## config.mk

```make
export PLATFORM = sky130hd
export DESIGN_NAME = regfile_wb_scheduler
export DESIGN_NICKNAME = d
export VERILOG_FILES = /design/src/rtl/regfile_wb_scheduler.sv
export SDC_FILE = /design/constraint.sdc
export NUM_CORES = 1
export LEC_CHECK = 0
export BUFFER_PORTS_ARGS = -buffer_cell sky130_fd_sc_hd__buf_4
export CAP_MARGIN = 40
export CORE_UTILIZATION = 28
export CTS_CLUSTER_DIAMETER = 200
export DETAILED_ROUTE_END_ITERATION = 10
export SLEW_MARGIN = 30
export SYNTH_ARGS = -nofsm -noshare
export SYNTH_HDL_FRONTEND = slang
export SYNTH_SLANG_ARGS = --single-unit
```

## constraint.sdc

```tcl
create_clock -name clk -period 2.55 [get_ports clk]
set_input_delay 0.255 -clock clk [delete_from_list [all_inputs] [get_ports clk]]
set_output_delay 0.255 -clock clk [all_outputs]
set_load 0.02 [all_outputs]
```

## src/rtl/regfile_wb_scheduler.sv

```systemverilog
// regfile_wb_scheduler: shares the register-file write port between ALU and MEM and keeps busy bits for RAW/WAW stalls.
// Define WB_ROUND_ROBIN_EN for round-robin arbitration; the default build gives MEM fixed priority over ALU.
module regfile_wb_scheduler #(
    parameter int DATA_W = 64,
    parameter int ADDR_W = 5
) (
    input  logic                    clk,
    input  logic                    reset,
    input  logic                    alu_valid,
    input  logic [ADDR_W-1:0]       alu_rd,
    input  logic [DATA_W-1:0]       alu_data,
    output logic                    alu_ready,
    input  logic                    mem_valid,
    input  logic [ADDR_W-1:0]       mem_rd,
    input  logic [DATA_W-1:0]       mem_data,
    output logic                    mem_ready,
    input  logic                    issue_valid,
    input  logic [ADDR_W-1:0]       issue_rd,
    input  logic [ADDR_W-1:0]       issue_rs1,
    input  logic [ADDR_W-1:0]       issue_rs2,
    output logic                    issue_stall,
    output logic                    RegWrite,
    output logic [ADDR_W-1:0]       rd,
    output logic [DATA_W-1:0]       WriteData,
    output logic [(2**ADDR_W)-1:0]  busy_vec,
    output logic                    wb_err
);
    localparam int NREG = 2**ADDR_W;

    logic              grant_alu, grant_mem, accept;
    logic [ADDR_W-1:0] acc_rd;
    logic [DATA_W-1:0] acc_data;
    logic              stall, issue_accept;
    logic              regwrite_q, regwrite_d;
    logic [ADDR_W-1:0] rd_q, rd_d;
    logic [DATA_W-1:0] wdata_q, wdata_d;
    logic [NREG-1:0]   busy_q, busy_d;
    logic              wb_err_q, wb_err_d;

`ifdef WB_ROUND_ROBIN_EN
    logic rr_q, rr_d;  // 1: MEM wins the next tie

    always_comb begin
        grant_alu = 1'b0;
        grant_mem = 1'b0;
        if (reset) begin
            if (alu_valid && mem_valid) begin
                grant_mem = rr_q;
                grant_alu = !rr_q;
            end else begin
                grant_mem = mem_valid;
                grant_alu = alu_valid;
            end
        end
        rr_d = rr_q;
        if (grant_alu)
            rr_d = 1'b1;
        else if (grant_mem)
            rr_d = 1'b0;
    end

    always_ff @(posedge clk or negedge reset) begin
        if (!reset)
            rr_q <= 1'b0;
        else
            rr_q <= rr_d;
    end
`else
    always_comb begin
        grant_mem = reset & mem_valid;
        grant_alu = reset & alu_valid & !mem_valid;
    end
`endif

    always_comb begin
        accept       = grant_alu | grant_mem;
        acc_rd       = grant_mem ? mem_rd   : alu_rd;
        acc_data     = grant_mem ? mem_data : alu_data;
        stall        = issue_valid & (busy_q[issue_rs1] | busy_q[issue_rs2] | busy_q[issue_rd]);
        issue_accept = issue_valid & !stall & (issue_rd != '0);

        regwrite_d = accept & (acc_rd != '0);
        rd_d       = accept ? acc_rd   : rd_q;
        wdata_d    = accept ? acc_data : wdata_q;
        wb_err_d   = wb_err_q | (regwrite_d & !busy_q[acc_rd]);

        // Clear first so a same-index set would win.
        busy_d = busy_q;
        if (regwrite_q)
            busy_d[rd_q] = 1'b0;
        if (issue_accept)
            busy_d[issue_rd] = 1'b1;
        busy_d[0] = 1'b0;
    end

    always_ff @(posedge clk or negedge reset) begin
        if (!reset) begin
            regwrite_q <= 1'b0;
            rd_q       <= '0;
            wdata_q    <= '0;
            busy_q     <= '0;
            wb_err_q   <= 1'b0;
        end else begin
            regwrite_q <= regwrite_d;
            rd_q       <= rd_d;
            wdata_q    <= wdata_d;
            busy_q     <= busy_d;
            wb_err_q   <= wb_err_d;
        end
    end

    assign alu_ready   = grant_alu;
    assign mem_ready   = grant_mem;
    assign issue_stall = stall;
    assign RegWrite    = regwrite_q;
    assign rd          = rd_q;
    assign WriteData   = wdata_q;
    assign busy_vec    = busy_q;
    assign wb_err      = wb_err_q;

endmodule

```

# After elaboration in Yosys (flattened, before gate mapping)
# Index checks and enable logic that the tools add are counted.
[word_totals] ff_bits=102 word_cells=50 out_inout_bits=106
[op_classes] muxes=16 n_bitwise=15 n_reduce_logical=7 order_cmp=7
[ops] cell="$mux W32" count=2
[ops] cell="$mux W64" count=1
[ops] cell="$and A32 B32 Y32" count=1
[ops] cell="$not A32 Y32" count=1
[ops] cell="$or A32 B32 Y32" count=1
[ops] cell="$lt A5 B6 Y1 const B" count=5
[ops] cell="$bmux W1 S5" count=4
[ops] cell="$demux W1 S5" count=2
[ops] cell="$ge A5 B1 Y1 const B" count=2
[ops] cell="$reduce_bool A5 Y1" count=2
[ops] cell="$and A1 B1 Y1" count=8
[ops] cell="$mux W1" count=6
[ops] cell="$mux W5" count=1
[ops] cell="$or A1 B1 Y1" count=4
[ops] cell="$logic_not A1 Y1" count=3
[ops] cell="$logic_and A1 B1 Y1" count=2

# Logic depth before layout (Yosys ltp)
# Gate-level depths: netlist of run 1.
[logic_depth] depth_word=9 ltp_mapped=10 depth_no_buf=7

# Worst setup path before layout of run 1
# OpenSTA, ideal clock, no wires.
[synth_timing] path_kind="flip-flop to output port" start="register busy_q[31], in the netlist busy_vec[31]" end="output issue_stall" stages_incl_launch_ff=8 path_slack_ns=-0.012 arrival_time_ns=2.307 path_cell_list="dfrtp_1 mux4_2 mux2_2 a211o_1 a211oi_1 nand4_1 buf_2 and2_1"
[synth_via] elab_chain_cells=5 word_cells_on_any_way=9 classes_between="mux (6); bitwise (3)"
[synth_lines] element="from (decl)" line_no="37" source="logic [NREG-1:0] busy_q, busy_d;"
[synth_lines] element="from (signal assigned)" line_no="107" source="busy_q <= busy_d;"
[synth_lines] element="$bmux W1 S5" line_no="79" source="stall = issue_valid & (busy_q[issue_rs1] | busy_q[issue_rs2] | busy_q[issue_rd]);"
[synth_lines] element="$mux W1 (not written as such)" line_no="79"
[synth_lines] element="$or A1 B1 Y1" line_no="79"
[synth_lines] element="$or A1 B1 Y1 (*)" line_no="79"
[synth_lines] element="$and A1 B1 Y1 (*)" line_no="79"
[synth_lines] element="to (decl)" line_no="21" source="output logic issue_stall,"
# Every way passes the cells marked *; elsewhere a longest branch is shown, timed or not. The select of a mux whose other input is x is not followed.

# Final worst setup path of run 1
[layout_timing] start="register busy_q[30], in the netlist busy_vec[30]" end="output issue_stall"
# The elaborated chain is that of the path after synthesis.

==> results.txt, run 1 <==
The internal portion of the total power is 4.27 mW. After legalization and detailed placement, the total HPWL measured 15.6 mm. The sink count of the clock tree is 102. The slowest stage cell on the critical path is sky130_fd_sc_hd__mux4_2. The peak supply drop is 0.305 mV. The count of cells along the worst hold path came out at 3. The worst hold path begins at mem_data[26]. Net switching is 39.5% of the power. After layout, the worst setup slack is -0.211 ns. The sort of element at the end of the critical path is an output port. The per-instance average area after synthesis came out at 9.91 sq um. Data on the critical path arrives at its endpoint at 2.51 ns. In this run the power spent charging and discharging nets is 2.79 mW. The placed instance area is 8270 sq um. Counting every net in the synthesized netlist gives 753. The number of synthesized register bits came out at 102. The final period utilization came out at 108%.

The type of the worst setup path is flop to output port. Clock-pin slew was measured on the worst setup and hold paths at 0.08 ns. The final-stage net count is 1017. At the later pin of the worst-skew pair, clock insertion delay measures 0.35 ns. The full die area came out at 21600 sq um. The instance count of the mapped netlist is 595. The kind of cell adding the most delay to the critical path is multiplexers. The height of the die came out at 147 um. The length in cells of the worst reg-to-reg path is 9. The cell area after layout came out at 9090 sq um. The stage delay of the slowest cell on the critical path came out at 0.46 ns.

The number of antenna diodes in the final layout is 0. Traced cell by cell, the critical path runs through mux4_2, mux2_2, a211o_1, a211oi_2, nand4_1, and2_4, buf_6. The via count of the first global-routing pass was 5647. The count of placed standard cells including taps is 1110. TritonCTS built the clock tree. The final max-slew violation count is 0. Among all flip-flop cells after synthesis, the most frequent one is sky130_fd_sc_hd__dfrtp_1. The async set or reset register ratio after synthesis is 100%. The post-route minimum period came out at 2.76 ns. The total core area is 20400 sq um. The routed wire length is 21.0 mm. The data required time at the worst endpoint came out at 2.30 ns. The area of the multi-input gates came out at 3480 sq um. For the pin with the worst max-slew slack, the measured transition is 0.927 ns. The number of enable flip-flop cells after synthesis came out at 0.

The sequential cell area is 2560 sq um. Max-cap violations in this run came to 0. The sequential share of power is 34.5%. The combined buffer and inverter count along the critical path is 1. The clock root buffer is sky130_fd_sc_hd__clkbuf_16.

The number of CTS-inserted buffers came out at 9. The synthesis-to-layout area growth is 54.2%. After synthesis the cells add up to 5890 sq um. The total overflow reported by the global router is 0.

The number of antenna violations at the first check in global routing is 0. The die span in x came out at 147 um. The post-route total power came out at 7.06 mW. The count of final setup violators came out at 32. The worst register-to-register path begins at busy_vec[30]. The checks that failed: setup timing. The share of the core filled with cells in the final layout is 44.5%. The setup TNS is -2.49 ns. The total via count after detailed routing is 5720.

The first detailed-routing pass took 5 iterations. The path with the worst hold slack has its endpoint at WriteData[26]. The clock network power share is 19.3%. The worst register-to-register path ends at busy_vec[26]. Setup repair after global routing could not meet its margin everywhere. The overall track demand over capacity in global routing came out at 19.1%. The global-route wire length before repair came out at 32.1 mm. The part of the power in combinational logic came out at 46.2%.

The share of layout cells above drive strength 1 is 43.9%. The smallest hold slack came out at 0.184 ns. The warning count from the yosys run came out at 0. The commonest cells after synthesis are sky130_fd_sc_hd__dfrtp_1 (102), sky130_fd_sc_hd__o21ai_0 (99), sky130_fd_sc_hd__mux2i_1 (86). The worst slew margin relative to its limit came out at 38.0%. The buffer depth of the longest clock path came out at 2. Power spread over the standard cell area amounts to 776 nW/um^2.

For flop-to-flop paths, the worst setup slack is -0.14 ns. The detailed-route wire length per cell came out at 18.5 um. Yosys attributes the largest share of cell area to sky130_fd_sc_hd__dfrtp_1 (43%), sky130_fd_sc_hd__mux2i_1 (15%), sky130_fd_sc_hd__o21ai_0 (8.4%), sky130_fd_sc_hd__mux4_2 (5.7%), sky130_fd_sc_hd__nand2_1 (5.1%). The starting density of the core came out at 28.9%. The final weighted congestion in routability-driven placement came out at 0.883. The H-tree depth reported by CTS is 3. The hold violation count in the final report is 0. The via density per instance came out at 5.04. The layout has 1989 filler cells.

Leaving out filler cells and counting taps, the final layout contains 1134. The share of Yosys cell area claimed by the top area cell type came out at 43.3%. The worst slack at placement came out at -0.105 ns. The run finished, with violations left. Buffers placed on the I/O ports in this run total 262.

The synthesized netlist contains 50 unique library cells. By instance count, the leading cell after synthesis is sky130_fd_sc_hd__dfrtp_1. The count of nets left with antenna violations once routing finished came out at 0.

Summed over all cells, the static leakage comes to 4.28 nW. The largest net degree at the start of global routing is 126. 264 I/O pins were placed. The path category of the worst min-delay check is primary input to flop.

The total number of placement rows came out at 52. The number of design-rule violations left by the first detailed-router iteration is 326. The sequential cell area fraction in the yosys report is 43.3%. sky130_fd_sc_hd__dfrtp_1 takes more of the synthesized area than any other cell. The highest achievable clock rate is 362 MHz.

Between clock sinks in the finished design, the worst skew comes to 0.00539 ns. The startpoint class of the critical path is a flop. Of all nets on the critical path, the largest fanout is 2. After detailed routing, the number of remaining DRC violations is 0.
-- state kept, by name, indices dropped and copies added, names as in the netlist --
register	count
wb_err	1
RegWrite	1
WriteData	64
rd	5
busy_vec	31
-- worst reg2reg max path: stages, from the launching register on --
cell and delay (ns):
sky130_fd_sc_hd__dfrtp_2 0.40, sky130_fd_sc_hd__mux4_2 0.46, sky130_fd_sc_hd__mux2_2 0.27, sky130_fd_sc_hd__a211o_1 0.27, sky130_fd_sc_hd__a211oi_2 0.21, sky130_fd_sc_hd__nand4_1 0.23, sky130_fd_sc_hd__buf_4 0.21, sky130_fd_sc_hd__buf_12 0.14
sky130_fd_sc_hd__buf_16 0.15, sky130_fd_sc_hd__o31ai_1 0.25
-- worst max path at each step --
stage,startpoint,to,cells after the start
2_1_floorplan,busy_vec[26],issue_stall,7
3_3_place_gp,issue_rs1[2],issue_stall,8
3_5_place_dp,issue_rs1[2],busy_vec[15],8
4_1_cts,busy_vec[30],issue_stall,7
5_1_grt,busy_vec[30],issue_stall,7
6_report,busy_vec[30],issue_stall,7
-- per-layer routing --
layer	part of all wire (%)	global-route usage [%]	vias up	wire length (um)
li1	-	-	2747	-
met3	6.1	3.45	36	1290
met1	42	24.9	2686	8770
met4	2.5	6.13	0	525
met2	50	32.0	251	10400
met5	0	0	-	0
-- kinds of logic after synthesis --
group,synth area share [%]
and+or+nand+nor,12.3
DFF,43.3
muxes,21.9
other,0.0636
buffers and inverters,3.86
AOI/OAI and AO/OA,18.6
-- placed cells by master, fill, tap and decap left out, types with 8 or more instances in the layout --
cell,synthesis,layout
sky130_fd_sc_hd__mux4_2,15,15
sky130_fd_sc_hd__buf_4,1,286
sky130_fd_sc_hd__nor2_1,13,13
sky130_fd_sc_hd__clkbuf_16,0,10
sky130_fd_sc_hd__inv_1,10,10
sky130_fd_sc_hd__dfrtp_1,102,99
sky130_fd_sc_hd__nand2_1,80,79
sky130_fd_sc_hd__o21ai_0,99,99
sky130_fd_sc_hd__mux2i_1,86,86
sky130_fd_sc_hd__mux2_2,8,8
sky130_fd_sc_hd__o31ai_4,0,23
sky130_fd_sc_hd__nand3b_1,11,11
-- what timing repair did --
action,CTS,global route
endpoints found under the hold margin,2,0
pin swaps,5,9
buffers inserted,3,1
setup endpoints to repair,27,32
resized for setup,34,32
gates cloned,2,1
hold buffers,1,0
-- area by class of cell --
cell class / count / area share, %
multi-input combinational: 437 / 38.2
clock inverter: 6 / 0.578
clock buffer: 10 / 2.63
tap: 270 / 3.72
sequential: 102 / 28.1
timing repair buffer: 299 / 26.3
inverter: 10 / 0.413
-- power groups by stage --
stage               Clock, mW  Combinational [mW]  Sequential (mW)
finish                   1.36                3.26             2.43
global route             1.47                3.47             2.46
global placement            0                2.81             2.42
detailed placement          0                2.83             2.43
CTS                      1.40                3.05             2.40
floorplan                   0               0.962             2.77
Note: power is estimated with default switching activity, not from simulation.
==> run 2, diff against run 1 <==
- CAP_MARGIN: 40 -> 30
- SETUP_SLACK_MARGIN: default -> 0.1
==> results.txt, run 2 (synthesis results as in run 1) <==
The flow ran to the end, but the final reports show violations. The final reports fail on setup timing. The HPWL reported at the end of detailed placement came to 15.8 mm (+1.3%). The total via count after detailed routing was 5811 (+1.6%). The count of final setup violators is 32 (unchanged). The sequential share of power came out at 34.2% (-0.3 points).

The number of flip-flops under the largest register name came out at 64 (unchanged). The buffer depth of the longest clock path came to 2 (unchanged). The number of design-rule violations left by the first detailed-router iteration is 359 (+10%).

The overall track demand over capacity in global routing came out at 19.5% (+0.41 points). The total core area came to 20400 sq um (unchanged). The final-stage net count came out at 1017 (unchanged). The design internal power is 4.27 mW (about the same). The full die area came out at 21600 sq um (unchanged). The top cell types in the final layout, fill and taps aside, are sky130_fd_sc_hd__buf_4 (286), sky130_fd_sc_hd__o21ai_0 (99), sky130_fd_sc_hd__dfrtp_1 (92). The length in cells of the worst reg-to-reg path is 9 (unchanged). The final clock skew came out at 0.0101 ns (+0.00468 ns). The peak supply drop is 0.321 mV (+5.0%). The hold violation count in the final report was 0 (unchanged).

The leakage power summed over all cells is 4.28 nW (about the same). The power density over the cells is 778 nW/um^2 (+0.20%). The worst slack at placement is 0.0131 ns (+0.118 ns). The count of cells along the worst hold path came out at 3 (unchanged).

The part of the power in combinational logic came to 46.4% (+0.2 points). The setup TNS came out at -1.96 ns (+0.526 ns). The total number of placement rows came to 52 (unchanged). TritonCTS built the clock tree. The net switching power of the design is 2.82 mW (+1.1%).

The worst register-to-register path ends at busy_vec[26]. The CTS clock-pin slew for the worst setup and hold paths came out at 0.08 ns (about the same). The height of the die is 147 um (unchanged). The worst slew margin relative to its limit is 39.5% (+1.5 points).

For hold timing, the worst endpoint is WriteData[62]. Setup repair after global routing could not meet its margin everywhere. The library cell used most frequently in the layout, excluding fill and tap cells, is sky130_fd_sc_hd__buf_4.

The number of max-capacitance violations reported came out at 0 (unchanged). STA classifies the critical path startpoint as a flop. The pin slew with the least headroom to its limit is 0.904 ns (-0.0224 ns). The iteration count of the initial detailed-routing pass came to 5 (unchanged). The sink count of the clock tree is 102 (unchanged). The final weighted congestion in routability-driven placement came out at 0.921 (+4.3%). The total overflow reported by the global router came out at 0 (unchanged). The number of CTS-inserted buffers is 9 (unchanged). The count of nets left with antenna violations after detail routing is 0 (unchanged). The remaining routing DRC violations is 0 (unchanged). The critical-path maximum fanout came out at 2 (unchanged). The count of placed standard cells including taps came to 1108 (-0.18%). The arrival time at the worst endpoint came out at 2.50 ns (about the same). The final setup slack of the worst path came out at -0.210 ns (+0.00126 ns). The startpoint identified for the worst register-to-register timing path is busy_vec[22]. The H-tree depth reported by CTS came out at 3 (unchanged). The min-delay analysis places its worst path in the category primary input to flop. The largest net degree at the start of global routing is 137 (+8.7%). The synthesis-to-layout area growth is 54.6%.

The detailed-route wire length per cell is 19.0 um (+2.5%). The tree is rooted in a sky130_fd_sc_hd__clkbuf_16. The clock network power share is 19.4% (about the same). The final period utilization came out at 108% (about the same). The count of antenna diodes in the layout came out at 0 (unchanged). The switching power as a share of total power is 39.8% (+0.27 points). The count of placed standard cells in the final layout, fillers left out came out at 1134 (unchanged). The placed instance area came out at 8270 sq um (about the same). The routed wire length is 21.5 mm (+2.5%).

The die span in x came out at 147 um (unchanged). The worst hold path begins at mem_data[62]. The data required time at the worst endpoint is 2.30 ns (about the same). The number of port buffers came out at 262 (unchanged).

The clock latency at the later pin of the worst-skew pair came to 0.35 ns (about the same). The cell area after layout came out at 9110 sq um (+0.22%). The setup slack on the worst flop-to-flop path is -0.14 ns (about the same).

The worst setup path is captured at an output port. The global-route wire length before repair is 32.2 mm (+0.32%). The highest achievable clock rate is 362 MHz (about the same). The via density per instance is 5.12 (+1.6%). The share of layout cells above drive strength 1 came out at 44.8% (+0.93 points).

The via count of the first global-routing pass is 5637 (-0.18%). The starting density of the core came out at 28.9% (unchanged). The post-route total power is 7.09 mW (+0.42%). The number of antenna violations at the first check in global routing came out at 0 (unchanged). The final max-slew violation count came to 0 (unchanged). The I/O pin count is 264 (unchanged). The critical path is of the flop to output port type. The post-route minimum period came out at 2.76 ns (-0.00126 ns).
==> run 2: cell types whose count changed in the layout (fill, tap and decap cells not counted), moves of 2 or more <==
| cell | before | now |
|---|---|---|
| sky130_fd_sc_hd__clkbuf_16 | 10 | 12 |
| sky130_fd_sc_hd__dfrtp_1 | 99 | 92 |
| sky130_fd_sc_hd__dfrtp_2 | 3 | 10 |
| sky130_fd_sc_hd__o31ai_1 | 3 | 5 |
| sky130_fd_sc_hd__o31ai_2 | 5 | 3 |
==> run 2: worst max path at each step <==
stage | startpoint | end | depth (start not counted)
6_report | busy_vec[22] | issue_stall | 7
5_1_grt | busy_vec[23] | issue_stall | 8
4_1_cts | busy_vec[23] | issue_stall | 7
3_5_place_dp | issue_rs1[2] | busy_vec[13] | 8
3_3_place_gp | issue_rs1[2] | busy_vec[9] | 8
2_1_floorplan | busy_vec[31] | issue_stall | 7
==> run 2: through the flow <==
step	util (%)	hold WS, ns
CTS	42.7	0.162
global placement	40.5	0.111
finish	44.6	0.177
detailed placement	40.5	0.114
global route	44.6	0.175
floorplan	-	-0.0406
==> run 2: layer usage <==
layer  global-route usage [%]  wire, um  part of all wire (%)  vias up
li1                         -         -                     -     2743
met1                     24.4      8890                    41     2775
met2                     32.4     10500                    49      256
met3                     4.44      1530                   7.1       37
met4                     7.89       576                   2.7        0
met5                        0         0                     0        -
==> run 2: area by class of cell <==
| cell class | instances | area [sq um] |
|---|---|---|
| clock buffers | 9 | 225 |
| clock inverters | 7 | 66.3 |
| fillers | 1989 | 11300 |
| inverters | 10 | 37.5 |
| multi-input cells | 437 | 3490 |
| flip-flops and latches | 102 | 2560 |
| well taps | 270 | 338 |
| repair buffers | 299 | 2390 |
==> run 2: worst max-delay path, cell delays in order (launching register included) <==
cell and delay (ns):
sky130_fd_sc_hd__dfrtp_2 0.42, sky130_fd_sc_hd__mux4_2 0.45, sky130_fd_sc_hd__mux2_4 0.27, sky130_fd_sc_hd__a211o_1 0.26
sky130_fd_sc_hd__a211oi_2 0.21, sky130_fd_sc_hd__nand4_1 0.22, sky130_fd_sc_hd__and2_4 0.21, sky130_fd_sc_hd__buf_6 0.12
==> run 2: power groups by stage <==
stage,clock [mW],sequential (mW),combinational [mW]
after floorplan,0,2.78,0.973
after global placement,0,2.42,2.81
after detailed placement,0,2.44,2.83
after CTS,1.43,2.41,2.95
after global routing,1.49,2.47,3.48
final,1.38,2.42,3.29
==> run 2: what timing repair did <==
action | 4_1_cts | 5_1_grt
buffers inserted | 1 | 4
hold buffers | 1 | 0
gates cloned | 1 | 3
resized for setup | 19 | 48
setup endpoints to repair | 29 | 33
hold endpoints to repair | 1 | 0
pin swaps | 5 | 23
